==> src/rtl/mem_stage_ctrl_pkg.sv <==
// Shared LC-3b types for the memory stage: words, opcodes, the decoded
// control word carried in EX/MEM, write lane masks and the MEM FSM states.
package lc3b_types;

  typedef logic [15:0] lc3b_word;
  typedef logic [1:0]  lc3b_mem_wmask;

  typedef enum logic [3:0] {
    op_br   = 4'b0000,
    op_add  = 4'b0001,
    op_ldb  = 4'b0010,
    op_stb  = 4'b0011,
    op_jsr  = 4'b0100,
    op_and  = 4'b0101,
    op_ldr  = 4'b0110,
    op_str  = 4'b0111,
    op_rti  = 4'b1000,
    op_not  = 4'b1001,
    op_ldi  = 4'b1010,
    op_sti  = 4'b1011,
    op_jmp  = 4'b1100,
    op_shf  = 4'b1101,
    op_lea  = 4'b1110,
    op_trap = 4'b1111
  } lc3b_opcode;

  typedef struct packed {
    lc3b_opcode opcode;
    logic       mem_read;
    logic       mem_write;
    logic       ldbmux_sel;
  } lc3b_control_word;

  typedef enum logic [1:0] {
    IDLE = 2'd0,
    IND  = 2'd1,
    ACC  = 2'd2
  } mem_state_t;

  // LDI/STI fetch a pointer first, then access through it.
  function automatic logic is_indirect(lc3b_opcode op);
    return (op == op_ldi) || (op == op_sti);
  endfunction

  function automatic logic is_byte_op(lc3b_opcode op);
    return (op == op_ldb) || (op == op_stb);
  endfunction

endpackage

==> src/rtl/mem_byte_lane.sv <==
// Byte-lane steering for the data cache: write lane mask, replicated store
// data, and the zero-extended byte picked out of a load word.
module mem_byte_lane
  import lc3b_types::*;
(
  input  logic          addr0,
  input  logic          is_byte,
  input  lc3b_word      store_word,
  input  lc3b_word      read_word,
  output lc3b_mem_wmask byte_enable,
  output lc3b_word      wdata,
  output lc3b_word      rdata_byte
);

  always_comb begin
    byte_enable = 2'b11;
    wdata       = store_word;
    if (is_byte) begin
      byte_enable = addr0 ? 2'b10 : 2'b01;
      wdata       = {store_word[7:0], store_word[7:0]};
    end
  end

  assign rdata_byte = addr0 ? {8'h00, read_word[15:8]} : {8'h00, read_word[7:0]};

endmodule

==> src/rtl/mem_stage_ctrl.sv <==
// LC-3b MEM stage controller: sequences word, byte, indirect and TRAP
// accesses to the data cache and stalls the pipeline until they finish.
module mem_stage_ctrl
  import lc3b_types::*;
#(
  parameter int ADDR_W = 16,
  parameter int DATA_W = 16
) (
  input  logic                clk,
  input  logic                reset,
  input  logic                valid,
  input  lc3b_control_word    ctrl,
  input  logic [ADDR_W-1:0]   alu_out,
  input  logic [DATA_W-1:0]   store_data,
  input  logic                d_mem_resp,
  input  logic [DATA_W-1:0]   d_mem_rdata,
  output logic [ADDR_W-1:0]   d_mem_address,
  output logic                d_mem_read,
  output logic                d_mem_write,
  output logic [1:0]          d_mem_byte_enable,
  output logic [DATA_W-1:0]   d_mem_wdata,
  output logic                mem_stall,
  output logic                mem_done,
  output logic [DATA_W-1:0]   mem_rdata_out
);

  mem_state_t        state, state_next;
  lc3b_opcode        op_q;
  logic [ADDR_W-1:0] addr_q;
  logic [ADDR_W-1:0] ptr_q;
  logic [DATA_W-1:0] store_q;
  logic              ldb_q;
  logic              write_q;

  logic              memop;
  logic              ind_op;
  logic              byte_op;
  logic [ADDR_W-1:0] acc_base;
  lc3b_mem_wmask     lane_be;
  logic [DATA_W-1:0] lane_wdata;
  logic [DATA_W-1:0] lane_rdata;

  assign memop    = valid & (ctrl.mem_read | ctrl.mem_write);
  assign ind_op   = is_indirect(op_q);
  assign byte_op  = is_byte_op(op_q);
  assign acc_base = ind_op ? ptr_q : addr_q;

  mem_byte_lane u_lane (
    .addr0       (addr_q[0]),
    .is_byte     (byte_op),
    .store_word  (store_q),
    .read_word   (d_mem_rdata),
    .byte_enable (lane_be),
    .wdata       (lane_wdata),
    .rdata_byte  (lane_rdata)
  );

  // The EX/MEM instruction is captured once in IDLE so the request stays
  // stable while the pipeline is frozen around it.
  always_ff @(posedge clk) begin
    if (reset) begin
      state         <= IDLE;
      op_q          <= op_br;
      addr_q        <= '0;
      ptr_q         <= '0;
      store_q       <= '0;
      ldb_q         <= 1'b0;
      write_q       <= 1'b0;
      mem_rdata_out <= '0;
    end else begin
      state <= state_next;
      if (state == IDLE && memop) begin
        op_q    <= ctrl.opcode;
        addr_q  <= alu_out;
        store_q <= store_data;
        ldb_q   <= ctrl.ldbmux_sel;
        write_q <= ctrl.mem_write;
      end
      if (state == IND && d_mem_resp)
        ptr_q <= d_mem_rdata[ADDR_W-1:0];
      if (state == ACC && d_mem_resp && !write_q)
        mem_rdata_out <= ldb_q ? lane_rdata : d_mem_rdata;
    end
  end

  always_comb begin
    state_next        = state;
    d_mem_address     = '0;
    d_mem_read        = 1'b0;
    d_mem_write       = 1'b0;
    d_mem_byte_enable = 2'b00;
    d_mem_wdata       = '0;
    mem_stall         = 1'b0;
    mem_done          = 1'b0;
    unique case (state)
      IDLE: begin
        mem_stall = memop;
        if (memop)
          state_next = is_indirect(ctrl.opcode) ? IND : ACC;
      end
      IND: begin
        d_mem_address     = {addr_q[ADDR_W-1:1], 1'b0};
        d_mem_read        = 1'b1;
        d_mem_byte_enable = 2'b11;
        mem_stall         = 1'b1;
        if (d_mem_resp)
          state_next = ACC;
      end
      ACC: begin
        // Only byte ops keep bit 0; word and pointer accesses are aligned.
        d_mem_address     = {acc_base[ADDR_W-1:1], byte_op & acc_base[0]};
        d_mem_read        = !write_q;
        d_mem_write       = write_q;
        d_mem_byte_enable = write_q ? lane_be : 2'b11;
        d_mem_wdata       = write_q ? lane_wdata : '0;
        mem_stall         = !d_mem_resp;
        if (d_mem_resp) begin
          mem_done   = 1'b1;
          state_next = IDLE;
        end
      end
      default: state_next = IDLE;
    endcase
  end

endmodule

==> config.mk <==
export PLATFORM = sky130hd
export DESIGN_NAME = mem_stage_ctrl
export DESIGN_NICKNAME = d
export VERILOG_FILES = /design/src/rtl/mem_stage_ctrl_pkg.sv /design/src/rtl/mem_byte_lane.sv /design/src/rtl/mem_stage_ctrl.sv
export SDC_FILE = /design/constraint.sdc
export NUM_CORES = 1
export LEC_CHECK = 0
export BUFFER_PORTS_ARGS = -buffer_cell sky130_fd_sc_hd__buf_2
export CAP_MARGIN = 20
export CORE_ASPECT_RATIO = 0.9
export CORE_MARGIN = 1.5
export CORE_UTILIZATION = 45
export CTS_CLUSTER_SIZE = 40
export DETAILED_ROUTE_END_ITERATION = 8
export GPL_TIMING_DRIVEN = 0
export PLACE_DENSITY = 0.72
export SLEW_MARGIN = 20
export SYNTH_ARGS = -nofsm -noshare
export SYNTH_HDL_FRONTEND = slang
export SYNTH_HIERARCHICAL = 1
export SYNTH_SLANG_ARGS = --single-unit
==> constraint.sdc <==
create_clock -name clk -period 2.48 [get_ports clk]
set_input_delay 0.496 -clock clk [delete_from_list [all_inputs] [get_ports clk]]
set_output_delay 0.496 -clock clk [all_outputs]
set_load 0.01 [all_outputs]
Word level (Yosys, flattened, before mapping)
Index checks and enable logic that the tools add are counted.
- reduce and logical (&&, ||, !) cells: 11
- bitwise logic cells: 3
- multiplexer cells: 21
- equal/unequal tests: 11
- operators with widths (cell ; count):
    2-to-1 mux 16 bit ; 5
    one-hot mux 16 bit (2 select lines) ; 1
    equality test 4 bit (second input constant) ; 4
    2-to-1 mux 2 bit ; 7
    equality test 4 x 2 -> 1 bit (second input constant) ; 2
    2-to-1 mux 8 bit ; 1
    != test 2 bit (second input constant) ; 3
    one-hot mux 2 bit (3 select lines) ; 1
    logical AND 1 bit ; 4
    one-hot mux 2 bit (2 select lines) ; 1
    logical OR 1 bit ; 3
    2-to-1 mux 1 bit ; 3
    one-hot mux 1 bit (3 select lines) ; 1
    AND reduction 3 bit ; 1
    bitwise AND 1 bit ; 2
    equality test 2 x 1 -> 1 bit (second input constant) ; 1
    equality test 2 bit (second input constant) ; 1
    logical NOT 1 bit ; 2
    logical NOT 2 bit ; 1
    one-hot mux 1 bit (2 select lines) ; 1
    OR 1 bit ; 1
- register bits after elaboration: 72
- output and inout bits: 54
- input port bits: 59
- logic and storage cells: 54

Longest topological paths before layout
- depth after elaboration: 5
- gate-level depth with buffers: 8
- gate-level depth less buffers: 5

Modules after synthesis
The synthesis kept the hierarchy.
- by module, submodules not included (module ; seq. area each (um2) ; instances ; cells each ; area an instance (um2)):
    mem_stage_ctrl ; 1401.3 ; 1 ; 377 ; 3114.2
    mem_byte_lane ; 0.0 ; 1 ; 37 ; 396.6

Least setup slack after synthesis
OpenSTA, ideal clock, no wires.
- path kind: flip-flop to output port
- from: reg state[1]
- to: out d_mem_address[13]
- arrival time: 1.465 ns
- buffers on the path: 2
- data required time: 1.984 ns
- slack: 0.519 ns
- stages on the path, launching flop included: 8
- cell sequence: dfxtp_1 > inv_1 > ha_1 > buf_6 > nor4bb_4 > nor2_2 > buf_6 > a22o_1
- longest elaborated chain between the ends: 2
- elaborated cells on any way between the ends: 3
- those cells by class: eq/ne (2); mux (1)
- RTL lines (what ; line ; RTL):
    from (decl) ; mem_stage_ctrl.sv:27 ; mem_state_t state, state_next;
    from (signal assigned) ; mem_stage_ctrl.sv:71 ; state <= state_next;
    equality test 2 bit / equality test 2 x 1 -> 1 bit (equally long branches) ; mem_stage_ctrl.sv:95 ; unique case (state)
    one-hot mux 16 bit (2 select lines) * ; mem_stage_ctrl.sv:95 ;
    to (decl) ; mem_stage_ctrl.sv:17 ; output logic [ADDR_W-1:0] d_mem_address,
Mark *: on every way between the ends. The rest lies on a longest branch, timed or not.

Worst setup path in the final report
- from: reg state[0]
- to: out d_mem_address[15]
Same word-level chain as after synthesis.

==> impl_metrics.toml <==
[route]
number_of_remaining_drc_errors = 0
antenna_violating_nets_post_route = 0
drt_pre_antenna_iters = 4
vias_per_cell = 5.04
first_iter_violations = 167
overall_routed_net_length_um = 9500
dr_total_vias = 3283
wire_per_inst_um = 14.6

[timing]
fmax_ghz = 0.417
final_min_period_over_clock_period_pct = 96.7
hold_violations = 0
slew_headroom_pct = 61.9
finalCriticalPeriod_ns = 2.40
transition_time_at_the_pin_with_the_least_slew_margin_ns = 0.572
final_setup_viols = 0
maxSlewViolCount = 0
max_clock_skew_ns = 0.0111
finalSetupTns_ns = 0

[die]
fp.dieH_um = 86.8
io_pins = 113
core_region_area_mm2 = 0.00754
floorplan.rows = 30
fp.dieArea_mm2 = 0.00834
floorplan.initialDensity_pct = 46.5
floorplan.die.width_um = 96.1

[clock_tree]
worst_skew_pair.late_latency_ns = 0.36
clockBufferDepth = 2
cts.sink_count = 70
cts_tree = "yes"
cts-buffers-inserted = 9
cts-htree-levels = 3
clk_root_buffer_cell = "sky130_fd_sc_hd__clkbuf_8"
cts.clk_slew.worst_paths_ns = 0.08

[layout]
drive_above_1_share_pct = 36.3
post-route-cell-area_mm2 = 0.00453
final_net_count = 614
antenna-diode-count = 0
layout-area-overhead-vs-synth_pct = 29.0
utilization_pct = 60.0

[min_path]
hold_path_depth = 3
worstHoldPathType = "in -> reg"

[place]
placedInstanceArea_mm2 = 0.00421
numPortBuffers = 111
post-dp-hpwl_um = 7050
place.gp.congestion = 0.819

[yosys]
yosys.area_share.simple_pct = 20.3
largest_family_of_logic_cells_by_synthesized_area = "simple AND/OR/NAND/NOR gates"
synthTopCellsByArea = "sky130_fd_sc_hd__dfxtp_1, sky130_fd_sc_hd__nand2_1, sky130_fd_sc_hd__a21oi_1"
synthCells = 414
synth_edf_count = 0
ys_async_sr_fraction_pct = 0
yosysTopAreaCell = "sky130_fd_sc_hd__dfxtp_1"
mux_contribution_to_synthesized_area_pct = 11.7
synthesis_stage_register_bit_count = 70
synth-xor-area-share_pct = 0
synth_compound_gate_area_share_pct = 17.0
postSynth.topFlopCell = "sky130_fd_sc_hd__dfxtp_1"
yosysMostFrequentCell = "sky130_fd_sc_hd__nand2_1"
synth_area_mm2 = 0.00351
synth.yosys.seq_area_share_pct = 39.9
yosys.area.top_type_share_pct = 39.9
avgSynthCellArea_um2 = 8.48
ys_top_cells_by_count = "sky130_fd_sc_hd__nand2_1, sky130_fd_sc_hd__dfxtp_1, sky130_fd_sc_hd__a21oi_1, sky130_fd_sc_hd__buf_4, sky130_fd_sc_hd__nor2_1"
synthesis.yosys.warnings = 6
synth_adder_area_share_pct = 1.43
synth_cell_type_count = 38

[power_and_ir_drop]
power.total_mw = 2.90
power_density_mw_per_mm2 = 641
leakagePower_nw = 2.10
vdd_ir_drop_max_mv = 0.393

[global_routing]
number_of_antenna_violations_at_the_first_check_in_global_routing = 0
global_route_wire_length_before_repair_um = 15000
grt_max_degree = 14
grt_remaining_overflow = 0
grt_use_total_pct = 23.9
grt_pass1_vias = 3101

[worst_setup_path]
cp.required_ns = 1.98
timing_worst_setup_path_type = "reg -> out"
setup.worst_path.start_class = "flip-flop"
critPathMaxFanout = 10
worst_setup_path_end_kind = "output port"
r2r_setup_slack_ns = 0.87
reg2reg_depth = 7
arrival_ns = 1.90

[outcome]
outcome = "finished, final reports clean"

[run]
cap_violations = 0
-- cells in the final DEF (no fill, tap or decap), drive strengths merged, types with 4 or more instances in the layout --
master,netlist,final
dfxtp,70,70
ha,4,4
conb,1,8
nor2,20,20
inv,3,4
a22o,15,15
a211oi,16,16
mux2,16,16
mux2i,17,17
clkinv,0,4
buf,35,154
and3,17,17
nand2,109,109
a21oi,53,53
clkbuf,15,24
-- worst paths after layout --
| kind | from | to |
|---|---|---|
| setup / recovery | state[0]$_SDFFE_PP0P_ | d_mem_address[15] |
| hold / removal | alu_out[11] | addr_q[11]$_SDFFE_PP0P_ |
| hold reg to reg | ptr_q[8]$_SDFFE_PP0P_ | ptr_q[8]$_SDFFE_PP0P_ |
| setup reg to reg | state[1]$_SDFFE_PP0P_ | ptr_q[1]$_SDFFE_PP0P_ |
-- per-stage QoR --
step	setup slack [ns]	hold WS, ns	std cells
global route	-0.00240	0.368	652
finish	0.0809	0.363	652
floorplan	0.519	0.436	421
detailed placement	0.182	0.447	628
global placement	0.232	0.443	628
CTS	0.00469	0.352	649
-- state kept, by name, summed over array words and instances, names as in the netlist --
register and cells:
addr_q 16, mem_rdata_out 16, store_q 16, ptr_q 15
op_q 3, state 2, ldb_q 1, write_q 1
-- critical path: stages, from the launching register on --
cell and delay [ns]:
sky130_fd_sc_hd__dfxtp_4 0.39, sky130_fd_sc_hd__inv_4 0.05, sky130_fd_sc_hd__ha_4 0.29, sky130_fd_sc_hd__nand2_1 0.06
sky130_fd_sc_hd__and4bb_4 0.32, sky130_fd_sc_hd__buf_6 0.14, sky130_fd_sc_hd__a22o_1 0.16, sky130_fd_sc_hd__buf_2 0.13
-- power by group --
part / internal (mW) / switching (mW)
Clock: 0.467 / 0.466
Combinational: 0.324 / 0.375
Sequential: 1.21 / 0.0546
-- layer usage --
| metal | track usage (%) | part of all wire [%] | routed length, um | vias to the layer above |
|---|---|---|---|---|
| met5 | 0 | 0 | 0 | - |
| met3 | 4.47 | 5.7 | 541 | 21 |
| met4 | 10.6 | 2.5 | 238 | 0 |
| met2 | 36.7 | 45 | 4320 | 86 |
| li1 | - | - | - | 1664 |
| met1 | 32.5 | 46 | 4400 | 1512 |
-- repair_timing --
action / 4_1_cts / 5_1_grt
setup buffers: 5 / 3
pin swaps: 5 / 2
gates resized for setup: 10 / 7
hold buffers: 0 / 0
setup endpoints to repair: 12 / 23
cloned: 1 / 0
hold endpoints to repair: 0 / 0
-- logic make-up after synthesis --
| group | Yosys count |
|---|---|
| AND/OR/NAND/NOR | 161 |
| AO/OA/AOI/OAI | 92 |
| flip-flops | 70 |
| buffers and inverters | 53 |
| multiplexers | 33 |
| adder cells (fa/ha/maj) | 4 |
| other | 1 |
-- layout make-up --
type                    count  area (um2)
well taps                  96         120
plain buffers              49         315
inverters                   3        13.8
repair buffers            120         623
clock inverters             7        73.8
fillers                   708        3020
flip-flops and latches     70        1410
clock buffers               9         124
multi-input cells         298        1850
No activity file was read; power rests on OpenSTA's default activity.
